`config.mk`:
```
export PLATFORM = sky130hd
export DESIGN_NAME = jt12_acc_seq_flat
export DESIGN_NICKNAME = d
export VERILOG_FILES = /design/src/rtl/jt12_acc_seq_if.sv /design/src/rtl/jt12_acc_seq.sv /design/src/flat_wrapper.sv
export SDC_FILE = /design/constraint.sdc
export NUM_CORES = 1
export LEC_CHECK = 0
export ABC_AREA = 1
export CELL_PAD_IN_SITES_DETAIL_PLACEMENT = 0
export CELL_PAD_IN_SITES_GLOBAL_PLACEMENT = 1
export CORE_ASPECT_RATIO = 0.75
export CORE_MARGIN = 3
export CORE_UTILIZATION = 40
export DETAILED_ROUTE_END_ITERATION = 16
export DONT_BUFFER_PORTS = 1
export PLACE_DENSITY_LB_ADDON = 0.2
export SLEW_MARGIN = 20
export SYNTH_ARGS = -nofsm -noshare
export SYNTH_HDL_FRONTEND = slang
export SYNTH_SLANG_ARGS = --single-unit
```
`constraint.sdc`:
```
create_clock -name clk -period 3.42 [get_ports clk]
set_input_delay 0.513 -clock clk [delete_from_list [all_inputs] [get_ports clk]]
set_output_delay 0.513 -clock clk [all_outputs]
set_load 0.005 [all_outputs]
```
`src/rtl/jt12_acc_seq_if.sv`:
```
// Bus bundle for jt12_acc_seq: host configuration inputs and per-slot accumulator controls.
// Optional mute ports appear only when JT12_ACC_SEQ_MUTE_EN is defined.
interface jt12_acc_seq_if;
  // No handshake: clk_en qualifies every transfer, cfg strobes are single-cycle
  // requests sampled on clk_en, and slot outputs are valid the cycle after each clk_en.
  logic       clk_en;
  logic       cfg_we;
  logic [2:0] cfg_ch;
  logic [2:0] cfg_alg;
  logic [1:0] cfg_rl;
  logic       cfg_pcm_we;
  logic       cfg_pcm;
`ifdef JT12_ACC_SEQ_MUTE_EN
  logic       mute_we;
  logic [5:0] mute_mask;
`endif
  logic       zero;
  logic       s1_enters;
  logic       s2_enters;
  logic       s3_enters;
  logic       s4_enters;
  logic       ch6op;
  logic [2:0] cur_ch;
  logic [2:0] alg;
  logic [1:0] rl;
  logic       pcm_en;

  modport master (
    output clk_en, cfg_we, cfg_ch, cfg_alg, cfg_rl, cfg_pcm_we, cfg_pcm,
`ifdef JT12_ACC_SEQ_MUTE_EN
    output mute_we, mute_mask,
`endif
    input  zero, s1_enters, s2_enters, s3_enters, s4_enters, ch6op,
    input  cur_ch, alg, rl, pcm_en
  );

  modport slave (
    input  clk_en, cfg_we, cfg_ch, cfg_alg, cfg_rl, cfg_pcm_we, cfg_pcm,
`ifdef JT12_ACC_SEQ_MUTE_EN
    input  mute_we, mute_mask,
`endif
    output zero, s1_enters, s2_enters, s3_enters, s4_enters, ch6op,
    output cur_ch, alg, rl, pcm_en
  );
endinterface

```
`src/rtl/jt12_acc_seq.sv`:
```
// Slot sequencer for 6 channels x 4 operators with sample-boundary shadowed channel config.
// Optional per-channel mute mask enabled by defining JT12_ACC_SEQ_MUTE_EN.
module jt12_acc_seq #(
  parameter int         NCH    = 6,
  parameter logic [1:0] RL_RST = 2'b11
) (
  input  logic          rst,
  input  logic          clk,
  jt12_acc_seq_if.slave bus
);
  localparam logic [2:0] NCH_L = 3'(NCH);

  logic [4:0] cnt;
  logic [1:0] grp;
  logic [2:0] slot_ch;
  logic [2:0] pend_alg [NCH];
  logic [1:0] pend_rl  [NCH];
  logic [2:0] live_alg [NCH];
  logic [1:0] live_rl  [NCH];
  logic       pcm_pend, pcm_live;
  logic [2:0] sel_alg;
  logic [1:0] sel_rl;
  logic       sel_pcm;
`ifdef JT12_ACC_SEQ_MUTE_EN
  logic [5:0] pend_mask, live_mask;
`endif

  always_comb begin
    grp     = 2'd0;
    slot_ch = cnt[2:0];
    if (cnt >= 5'd18) begin
      grp     = 2'd3;
      slot_ch = 3'(cnt - 5'd18);
    end else if (cnt >= 5'd12) begin
      grp     = 2'd2;
      slot_ch = 3'(cnt - 5'd12);
    end else if (cnt >= 5'd6) begin
      grp     = 2'd1;
      slot_ch = 3'(cnt - 5'd6);
    end
  end

  // Slot 0 is the commit slot, so its outputs bypass to the values being committed.
  always_comb begin
    sel_alg = live_alg[slot_ch];
    sel_rl  = live_rl[slot_ch];
    sel_pcm = pcm_live;
    if (cnt == 5'd0) begin
      sel_alg = pend_alg[slot_ch];
      sel_rl  = pend_rl[slot_ch];
      sel_pcm = pcm_pend;
`ifdef JT12_ACC_SEQ_MUTE_EN
      if (pend_mask[slot_ch]) sel_rl = 2'b00;
    end else if (live_mask[slot_ch]) begin
      sel_rl = 2'b00;
`endif
    end
  end

  always_ff @(posedge clk) begin
    if (rst) begin
      cnt           <= 5'd0;
      pcm_pend      <= 1'b0;
      pcm_live      <= 1'b0;
      for (int i = 0; i < NCH; i++) begin
        pend_alg[i] <= 3'd0;
        pend_rl[i]  <= RL_RST;
        live_alg[i] <= 3'd0;
        live_rl[i]  <= RL_RST;
      end
`ifdef JT12_ACC_SEQ_MUTE_EN
      pend_mask     <= 6'd0;
      live_mask     <= 6'd0;
`endif
      bus.zero      <= 1'b0;
      bus.s1_enters <= 1'b0;
      bus.s2_enters <= 1'b0;
      bus.s3_enters <= 1'b0;
      bus.s4_enters <= 1'b0;
      bus.ch6op     <= 1'b0;
      bus.cur_ch    <= 3'd0;
      bus.alg       <= 3'd0;
      bus.rl        <= RL_RST;
      bus.pcm_en    <= 1'b0;
    end else if (bus.clk_en) begin
      cnt <= (cnt == 5'd23) ? 5'd0 : cnt + 5'd1;
      if (cnt == 5'd0) begin
        for (int i = 0; i < NCH; i++) begin
          live_alg[i] <= pend_alg[i];
          live_rl[i]  <= pend_rl[i];
        end
        pcm_live  <= pcm_pend;
`ifdef JT12_ACC_SEQ_MUTE_EN
        live_mask <= pend_mask;
`endif
      end
      // Pending writes land after the commit read above (non-blocking), so a
      // write on the commit cycle waits for the next boundary.
      if (bus.cfg_we && bus.cfg_ch < NCH_L) begin
        pend_alg[bus.cfg_ch] <= bus.cfg_alg;
        pend_rl[bus.cfg_ch]  <= bus.cfg_rl;
      end
      if (bus.cfg_pcm_we) pcm_pend <= bus.cfg_pcm;
`ifdef JT12_ACC_SEQ_MUTE_EN
      if (bus.mute_we) pend_mask <= bus.mute_mask;
`endif
      bus.zero      <= (cnt == 5'd0);
      bus.s1_enters <= (grp == 2'd0);
      bus.s3_enters <= (grp == 2'd1);
      bus.s2_enters <= (grp == 2'd2);
      bus.s4_enters <= (grp == 2'd3);
      bus.ch6op     <= (slot_ch == 3'd5);
      bus.cur_ch    <= slot_ch;
      bus.alg       <= sel_alg;
      bus.rl        <= sel_rl;
      bus.pcm_en    <= sel_pcm;
    end
  end
endmodule
```
`src/flat_wrapper.sv`:
```
// flat-port wrapper written by rule: the top's interface ports become plain ports
module jt12_acc_seq_flat 
#(
  parameter int         NCH    = 6,
  parameter logic [1:0] RL_RST = 2'b11
)
  (rst, clk, bus_clk_en, bus_cfg_we, bus_cfg_ch, bus_cfg_alg, bus_cfg_rl, bus_cfg_pcm_we, bus_cfg_pcm, bus_zero, bus_s1_enters, bus_s2_enters, bus_s3_enters, bus_s4_enters, bus_ch6op, bus_cur_ch, bus_alg, bus_rl, bus_pcm_en);
  jt12_acc_seq_if bus_i ();
  input  logic rst;
  input  logic clk;
  input wire logic [$bits(bus_i.clk_en)-1:0] bus_clk_en;
  input wire logic [$bits(bus_i.cfg_we)-1:0] bus_cfg_we;
  input wire logic [$bits(bus_i.cfg_ch)-1:0] bus_cfg_ch;
  input wire logic [$bits(bus_i.cfg_alg)-1:0] bus_cfg_alg;
  input wire logic [$bits(bus_i.cfg_rl)-1:0] bus_cfg_rl;
  input wire logic [$bits(bus_i.cfg_pcm_we)-1:0] bus_cfg_pcm_we;
  input wire logic [$bits(bus_i.cfg_pcm)-1:0] bus_cfg_pcm;
  output wire logic [$bits(bus_i.zero)-1:0] bus_zero;
  output wire logic [$bits(bus_i.s1_enters)-1:0] bus_s1_enters;
  output wire logic [$bits(bus_i.s2_enters)-1:0] bus_s2_enters;
  output wire logic [$bits(bus_i.s3_enters)-1:0] bus_s3_enters;
  output wire logic [$bits(bus_i.s4_enters)-1:0] bus_s4_enters;
  output wire logic [$bits(bus_i.ch6op)-1:0] bus_ch6op;
  output wire logic [$bits(bus_i.cur_ch)-1:0] bus_cur_ch;
  output wire logic [$bits(bus_i.alg)-1:0] bus_alg;
  output wire logic [$bits(bus_i.rl)-1:0] bus_rl;
  output wire logic [$bits(bus_i.pcm_en)-1:0] bus_pcm_en;
  assign bus_i.clk_en = bus_clk_en;
  assign bus_i.cfg_we = bus_cfg_we;
  assign bus_i.cfg_ch = bus_cfg_ch;
  assign bus_i.cfg_alg = bus_cfg_alg;
  assign bus_i.cfg_rl = bus_cfg_rl;
  assign bus_i.cfg_pcm_we = bus_cfg_pcm_we;
  assign bus_i.cfg_pcm = bus_cfg_pcm;
  assign bus_zero = bus_i.zero;
  assign bus_s1_enters = bus_i.s1_enters;
  assign bus_s2_enters = bus_i.s2_enters;
  assign bus_s3_enters = bus_i.s3_enters;
  assign bus_s4_enters = bus_i.s4_enters;
  assign bus_ch6op = bus_i.ch6op;
  assign bus_cur_ch = bus_i.cur_ch;
  assign bus_alg = bus_i.alg;
  assign bus_rl = bus_i.rl;
  assign bus_pcm_en = bus_i.pcm_en;
  jt12_acc_seq #(.NCH(NCH), .RL_RST(RL_RST)) u_core (.rst(rst), .clk(clk), .bus(bus_i));
endmodule
```
==> results of run 1 <==
[worst max-delay path, cell delays in order, from the launching register on]
cell	delay, ns
sky130_fd_sc_hd__dfxtp_1	0.48
sky130_fd_sc_hd__inv_1	0.21
sky130_fd_sc_hd__ha_1	0.24
sky130_fd_sc_hd__inv_1	0.05
sky130_fd_sc_hd__nor2_1	0.03
sky130_fd_sc_hd__nand2_1	0.10
sky130_fd_sc_hd__nand2_4	0.10
sky130_fd_sc_hd__nand2_4	0.11
sky130_fd_sc_hd__nand2_4	0.08
sky130_fd_sc_hd__nand2_4	0.22
sky130_fd_sc_hd__nand2_1	0.15
sky130_fd_sc_hd__nand3_1	0.11
sky130_fd_sc_hd__nand2_1	0.08
sky130_fd_sc_hd__nand2_1	0.09
sky130_fd_sc_hd__a21oi_2	0.05
[flip-flops by register name, indices dropped and copies added (netlist names), 2 cells and up]
| signal | cells |
|---|---|
| u_core.pend_alg | 24 |
| u_core.live_alg | 18 |
| u_core.pend_rl | 16 |
| u_core.live_rl | 12 |
| u_core.cnt | 5 |
| u_core.bus.alg | 3 |
| u_core.bus.cur_ch | 3 |
| u_core.bus.rl | 2 |
[cells in the mapped netlist, drive strengths merged]
cell	count
nand4	1
nor2	68
ha	6
or2	6
o21ai	9
conb	1
mux2i	5
a31o	1
buf	11
nor3	3
dfxtp	21
inv	65
a21oi	27
clkbuf	5
o211ai	3
edfxtp	70
nand2	142
nand3	48
[per-layer routing]
layer,GRT usage [%],vias to the layer above,wire length (um)
li1,-,1595,-
met1,25.9,1442,5350
met2,24.8,62,4390
met3,4.40,9,404
met4,4.32,0,91
met5,0,-,0
[metrics by stage]
stage / power, uW / util, % / hold slack (ns) / worst slack, ns
floorplan: 1500 / - / 0.429 / 0.923
global placement: 1560 / 43.1 / 0.469 / 1.23
detailed placement: 1560 / 43.1 / 0.471 / 1.19
CTS: 2670 / 46.2 / 0.215 / 1.17
global route: 2750 / 46.2 / 0.212 / 0.994
finish: 2650 / 46.2 / 0.224 / 1.20
[cells by family after synthesis]
group / Yosys count
fa+ha+maj: 6
buf+inv: 81
flops: 91
simple gates: 268
mux: 5
other cells: 1
compound gates: 40
[power groups by stage]
stage          combinational, uW  clock, uW  sequential (uW)
2_1_floorplan                197          0             1310
3_3_place_gp                 247          0             1310
3_5_place_dp                 248          0             1320
4_1_cts                      249       1130             1290
5_1_grt                      283       1170             1300
6_report                     247       1110             1290
[cell type report]
class                      instances  share of cell area [%]
multi-input combinational        329                    32.8
clock inverter                     7                    2.15
clock buffer                       9                    4.61
sequential                        91                    51.6
timing repair buffer               2                   0.307
tap                              136                    3.48
inverter                          65                    4.99
[worst paths after layout]
check,slack [ns],end,startpoint,depth (start not counted)
min reg2reg,0.48,u_core.bus.s4_enters$_SDFFE_PP0P_,u_core.bus.s4_enters$_SDFFE_PP0P_,2
max reg2reg,1.20,u_core.bus.alg[1]$_SDFFE_PP0P_,u_core.cnt[1]$_SDFFE_PP0P_,14
max,1.20,u_core.bus.alg[1]$_SDFFE_PP0P_,u_core.cnt[1]$_SDFFE_PP0P_,14
min,0.22,u_core.bus.cur_ch[0]$_SDFFE_PP0P_,rst,1
==> impl_metrics.xml, run 1 <==
<?xml version="1.0" encoding="UTF-8"?>
<metrics>
  <group name="critical_path">
    <metric name="worstPathRequired" unit="ns">3.66</metric>
    <metric name="start_kind" unit="">flip-flop</metric>
    <metric name="signal_arrival_time_at_the_worst_endpoint" unit="ns">2.46</metric>
    <metric name="worst-path-max-fanout" unit="">18</metric>
    <metric name="endpoint_kind" unit="">flip-flop</metric>
    <metric name="criticalPathCategory" unit="">reg -&gt; reg</metric>
  </group>
  <group name="sta">
    <metric name="timing.final.max_slew_violations" unit="">0</metric>
    <metric name="final_hold_vios" unit="">0</metric>
    <metric name="fin_skew" unit="ns">0.00502</metric>
    <metric name="fin_crit" unit="ns">2.22</metric>
    <metric name="totalNegativeSetupSlack" unit="ns">0</metric>
    <metric name="rsz0062_at_grt" unit="">false</metric>
    <metric name="worst_pin_slew" unit="ns">0.542</metric>
    <metric name="finalSetupViolations" unit="">0</metric>
    <metric name="period_share" unit="%">64.9</metric>
    <metric name="slew_headroom" unit="%">63.7</metric>
    <metric name="max_freq" unit="MHz">450</metric>
  </group>
  <group name="final_layout">
    <metric name="most_frequent_standard_cell_in_the_layout_excluding_fill_and_tap_cells" unit="">sky130_fd_sc_hd__nand2_1</metric>
    <metric name="stdcell_count" unit="">639</metric>
    <metric name="fin_nets" unit="">518</metric>
    <metric name="multiInputGateArea" unit="sq um">1600</metric>
    <metric name="post_route_cells_drive_above_1_share" unit="%">10.1</metric>
    <metric name="num_antenna_cells" unit="">0</metric>
    <metric name="seq_area" unit="sq um">2520</metric>
    <metric name="filler_cells" unit="">1050</metric>
    <metric name="mostFrequentLayoutCells" unit="">134 x sky130_fd_sc_hd__nand2_1, 70 x sky130_fd_sc_hd__edfxtp_1, 63 x sky130_fd_sc_hd__nor2_1, 53 x sky130_fd_sc_hd__inv_1, 43 x sky130_fd_sc_hd__nand3_1</metric>
    <metric name="layout.cell_area.non_filler" unit="sq um">4880</metric>
    <metric name="syn2layout_area_growth" unit="%">9.91</metric>
  </group>
  <group name="clock_tree">
    <metric name="path_clk_slew" unit="ns">0.07</metric>
    <metric name="tritoncts" unit="">yes</metric>
    <metric name="numCtsBuffers" unit="">9</metric>
    <metric name="ctsLongestPathBuffers" unit="">2</metric>
    <metric name="cts-root-buf" unit="">sky130_fd_sc_hd__clkbuf_16</metric>
    <metric name="holdBufCountCts" unit="">0</metric>
    <metric name="worstSkewPairLatency" unit="ns">0.35</metric>
    <metric name="clock-sinks" unit="">91</metric>
    <metric name="post-cts-setup-buffers" unit="">0</metric>
    <metric name="htree_num_levels" unit="">3</metric>
    <metric name="postCtsResizedCells" unit="">0</metric>
  </group>
  <group name="yosys">
    <metric name="yosys-top-cells-area" unit="">sky130_fd_sc_hd__edfxtp_1 47%, sky130_fd_sc_hd__nand2_1 11%, sky130_fd_sc_hd__dfxtp_1 9.5%</metric>
    <metric name="synth_area_per_cell" unit="sq um">9.03</metric>
    <metric name="largest_family_of_logic_cells_by_synthesized_area" unit="">simple AND/OR/NAND/NOR gates</metric>
    <metric name="synth-warning-count" unit="">0</metric>
    <metric name="synth.mux.area_fraction" unit="%">1.13</metric>
    <metric name="synth_sequential_area_ratio" unit="%">56.8</metric>
    <metric name="ys_ff_latch" unit="">91</metric>
    <metric name="netlist_area" unit="sq um">4440</metric>
    <metric name="synth.distinct_cells" unit="">33</metric>
    <metric name="synth_area_in_compound_gates" unit="%">5.10</metric>
    <metric name="post_synth_inst_count" unit="">492</metric>
    <metric name="post_synth_fa_ha_maj_area_fraction" unit="%">1.69</metric>
    <metric name="synth_area_in_simple_gates" unit="%">27.3</metric>
    <metric name="synth_largest_area_cell" unit="">sky130_fd_sc_hd__edfxtp_1</metric>
    <metric name="synth_top_cell_area_share" unit="%">47.3</metric>
    <metric name="synth-xor-area-share" unit="%">0</metric>
  </group>
  <group name="placement">
    <metric name="placed_instance_count" unit="">623</metric>
    <metric name="dp.final_hpwl" unit="um">7340</metric>
    <metric name="place_congestion" unit="">0.804</metric>
    <metric name="port_buffers" unit="">0</metric>
    <metric name="placedInstanceArea" unit="sq um">4550</metric>
  </group>
  <group name="routing">
    <metric name="dr.pass1.iters" unit="">5</metric>
    <metric name="routed_wire_length" unit="um">10200</metric>
    <metric name="detailedRoute.firstIterationViolations" unit="">228</metric>
    <metric name="route.detailed.vias_per_inst" unit="">4.86</metric>
    <metric name="detail_route.wl_per_cell" unit="um">16.0</metric>
    <metric name="final_antenna_net_count" unit="">0</metric>
    <metric name="vias" unit="">3108</metric>
    <metric name="remaining_drc_errors" unit="">0</metric>
  </group>
  <group name="die">
    <metric name="core.rowCount" unit="">32</metric>
    <metric name="die_area" unit="sq um">12400</metric>
    <metric name="core-area" unit="sq um">10600</metric>
    <metric name="io-pin-count" unit="">29</metric>
    <metric name="dieHeight" unit="um">97.3</metric>
    <metric name="chipWidth" unit="um">128</metric>
    <metric name="start_util" unit="%">42.0</metric>
  </group>
  <group name="global_routing">
    <metric name="grt_max_degree" unit="">44</metric>
    <metric name="number_of_global_route_vias_before_repair" unit="">3017</metric>
    <metric name="grt_first_pass_wirelength" unit="um">16400</metric>
    <metric name="global_route.overflow_total" unit="">0</metric>
    <metric name="track_usage" unit="%">17.3</metric>
    <metric name="antenna_violations_before_repair" unit="">0</metric>
  </group>
  <group name="power">
    <metric name="switching_share" unit="%">25.1</metric>
    <metric name="pwr_density_cell" unit="nW/um^2">543</metric>
    <metric name="clock_power_share" unit="%">42.0</metric>
    <metric name="switching_power" unit="uW">665</metric>
    <metric name="vdd_drop_max" unit="mV">0.290</metric>
    <metric name="combinationalPowerShare" unit="%">9.3</metric>
    <metric name="leakage" unit="uW">0.00206</metric>
    <metric name="power.internal" unit="uW">1990</metric>
    <metric name="sequentialPowerShare" unit="%">48.6</metric>
  </group>
  <group name="min_path">
    <metric name="hp-class" unit="">in -&gt; reg</metric>
  </group>
  <group name="flow_run">
    <metric name="maxCapViolations" unit="">0</metric>
  </group>
  <group name="status">
    <metric name="status" unit="">completed</metric>
  </group>
</metrics>
Note: power is estimated with default switching activity, not from simulation.
==> run 2: changes to the inputs <==
clock period = 2.3 ns   (was 3.42 ns; I/O delays follow)
==> run 2 against run 1 <==
  * Register-to-register slack got worse by 0.94 ns
  * Utilization grew 0.36 points
  * Highest routed layer unchanged
  * Design area rose by 0.77%
  * Clock power grew 41%
==> impl_metrics.xml, run 2 (synthesized netlist as in run 1, its figures left out) <==
<?xml version="1.0" encoding="UTF-8"?>
<metrics>
  <group name="status">
    <metric name="status" unit="">completed</metric>
  </group>
  <group name="sta">
    <metric name="rsz0062_at_grt" unit="">false</metric>
    <metric name="fin_crit" unit="ns">2.04</metric>
    <metric name="timing.final.max_slew_violations" unit="">0</metric>
    <metric name="max_freq" unit="MHz">490</metric>
    <metric name="final_hold_vios" unit="">0</metric>
    <metric name="finalSetupViolations" unit="">0</metric>
    <metric name="totalNegativeSetupSlack" unit="ns">0</metric>
    <metric name="fin_skew" unit="ns">0.00613</metric>
    <metric name="slew_headroom" unit="%">64.3</metric>
    <metric name="period_share" unit="%">88.8</metric>
    <metric name="worst_pin_slew" unit="ns">0.533</metric>
  </group>
  <group name="routing">
    <metric name="final_antenna_net_count" unit="">0</metric>
    <metric name="detailedRoute.firstIterationViolations" unit="">246</metric>
    <metric name="dr.pass1.iters" unit="">4</metric>
    <metric name="remaining_drc_errors" unit="">0</metric>
    <metric name="route.detailed.vias_per_inst" unit="">4.91</metric>
    <metric name="vias" unit="">3170</metric>
    <metric name="routed_wire_length" unit="um">10300</metric>
    <metric name="detail_route.wl_per_cell" unit="um">16.0</metric>
  </group>
  <group name="clock_tree">
    <metric name="ctsLongestPathBuffers" unit="">2</metric>
    <metric name="cts-root-buf" unit="">sky130_fd_sc_hd__clkbuf_16</metric>
    <metric name="path_clk_slew" unit="ns">0.07</metric>
    <metric name="postCtsResizedCells" unit="">0</metric>
    <metric name="post-cts-setup-buffers" unit="">0</metric>
    <metric name="holdBufCountCts" unit="">0</metric>
    <metric name="worstSkewPairLatency" unit="ns">0.34</metric>
    <metric name="htree_num_levels" unit="">3</metric>
    <metric name="clock-sinks" unit="">91</metric>
    <metric name="tritoncts" unit="">yes</metric>
    <metric name="numCtsBuffers" unit="">9</metric>
  </group>
  <group name="global_routing">
    <metric name="number_of_global_route_vias_before_repair" unit="">3091</metric>
    <metric name="grt_max_degree" unit="">44</metric>
    <metric name="global_route.overflow_total" unit="">0</metric>
    <metric name="antenna_violations_before_repair" unit="">0</metric>
    <metric name="grt_first_pass_wirelength" unit="um">16600</metric>
    <metric name="track_usage" unit="%">17.4</metric>
  </group>
  <group name="final_layout">
    <metric name="largest_register_ff_count" unit="">24</metric>
    <metric name="layout.cell_area.non_filler" unit="sq um">4920</metric>
    <metric name="num_antenna_cells" unit="">0</metric>
    <metric name="filler_cells" unit="">1050</metric>
    <metric name="most_frequent_standard_cell_in_the_layout_excluding_fill_and_tap_cells" unit="">sky130_fd_sc_hd__nand2_1</metric>
    <metric name="top_flop_regs" unit="">u_core.pend_alg: 24 flops, u_core.live_alg: 18 flops, u_core.pend_rl: 16 flops</metric>
    <metric name="registers.top_by_ff_count" unit="">u_core.pend_alg</metric>
    <metric name="fin_nets" unit="">524</metric>
    <metric name="mostFrequentLayoutCells" unit="">133 x sky130_fd_sc_hd__nand2_1, 70 x sky130_fd_sc_hd__edfxtp_1, 63 x sky130_fd_sc_hd__nor2_1, 53 x sky130_fd_sc_hd__inv_1, 43 x sky130_fd_sc_hd__nand3_1</metric>
    <metric name="syn2layout_area_growth" unit="%">10.8</metric>
    <metric name="post_route_cells_drive_above_1_share" unit="%">11.4</metric>
  </group>
  <group name="critical_path">
    <metric name="worstPathRequired" unit="ns">2.39</metric>
    <metric name="start_kind" unit="">flip-flop</metric>
    <metric name="crit_path_frequent_cell" unit="">sky130_fd_sc_hd__inv_2</metric>
    <metric name="worst-path-buf-inv" unit="">3</metric>
    <metric name="worst-path-max-fanout" unit="">25</metric>
    <metric name="timing.critical_path.slowest_cell_delay" unit="ns">0.31</metric>
    <metric name="signal_arrival_time_at_the_worst_endpoint" unit="ns">2.13</metric>
    <metric name="cpMaxStageDelayCell" unit="">sky130_fd_sc_hd__dfxtp_1</metric>
    <metric name="criticalPathCategory" unit="">reg -&gt; reg</metric>
    <metric name="critical_path.cell_chain" unit="">inv_1 -&gt; ha_1 -&gt; nand3_2 -&gt; nor2_4 -&gt; inv_2 -&gt; nor2_8 -&gt; inv_2 -&gt; or2_1</metric>
    <metric name="endpoint_kind" unit="">flip-flop</metric>
    <metric name="path_delay_family" unit="">simple AND/OR/NAND/NOR gates</metric>
  </group>
  <group name="power">
    <metric name="leakage" unit="uW">0.00209</metric>
    <metric name="pwr_density_cell" unit="nW/um^2">785</metric>
    <metric name="vdd_drop_max" unit="mV">0.476</metric>
  </group>
  <group name="die">
    <metric name="core.rowCount" unit="">32</metric>
    <metric name="dieHeight" unit="um">97.3</metric>
    <metric name="chipWidth" unit="um">128</metric>
    <metric name="io-pin-count" unit="">29</metric>
    <metric name="start_util" unit="%">42.0</metric>
    <metric name="core-area" unit="sq um">10600</metric>
    <metric name="die_area" unit="sq um">12400</metric>
  </group>
  <group name="placement">
    <metric name="place_congestion" unit="">0.875</metric>
    <metric name="dp.final_hpwl" unit="um">7620</metric>
    <metric name="placedInstanceArea" unit="sq um">4600</metric>
    <metric name="port_buffers" unit="">0</metric>
  </group>
  <group name="flow_run">
    <metric name="maxCapViolations" unit="">0</metric>
  </group>
  <group name="min_path">
    <metric name="hp-class" unit="">in -&gt; reg</metric>
  </group>
</metrics>
run 2: worst paths after layout:
kind,start,endpoint,slack [ns],cells after the start
setup / recovery,u_core.cnt[1]$_SDFFE_PP0P_,u_core.live_rl[3][0]$_SDFFCE_PN1P_,0.26,8
hold / removal,rst,u_core.bus.alg[1]$_SDFFE_PP0P_,0.06,1
setup reg to reg,u_core.cnt[1]$_SDFFE_PP0P_,u_core.live_rl[3][0]$_SDFFCE_PN1P_,0.26,8
hold reg to reg,u_core.pcm_pend$_SDFFE_PP0P_,u_core.pcm_pend$_SDFFE_PP0P_,0.46,2
run 2: metal layers:
layer  share of wire, %  vias to the layer above  GRT usage, %
li1                   -                     1600             -
met1                 51                     1490          26.9
met5                  0                        -             0
met3                5.1                        9          3.57
met4               0.74                        0          3.75
met2                 43                       71          24.9
run 2: area by class of cell:
class                      count  area [sq um]  area share (%)
clock inverter                 7          95.1            1.93
timing repair buffer           8          60.1            1.22
multi-input combinational    329          1610            32.6
clock buffer                   9           225            4.58
sequential                    91          2520            51.2
inverter                      65           244            4.96
tap                          136           170            3.46
run 2: where the power goes:
group / total, uW / leakage, uW / internal [uW] / switching, uW
clock: 1560 / 0.000157 / 875 / 687
combinational: 387 / 0.00108 / 116 / 272
sequential: 1910 / 0.000848 / 1870 / 39.2
run 2: stage by stage:
| step | utilization, % | total power (uW) | hold slack, ns | worst slack, ns | std cells |
|---|---|---|---|---|---|
| final | 46.6 | 3860 | 0.0602 | 0.258 | 645 |
| after global routing | 46.6 | 4040 | 0.0422 | 0.108 | 645 |
| after global placement | 43.5 | 2340 | 0.412 | 0.296 | 629 |
| after detailed placement | 43.5 | 2340 | 0.414 | 0.281 | 629 |
| after CTS | 46.6 | 3910 | 0.0473 | 0.268 | 645 |
| after floorplan | - | 2230 | 0.429 | 0.0865 | 501 |
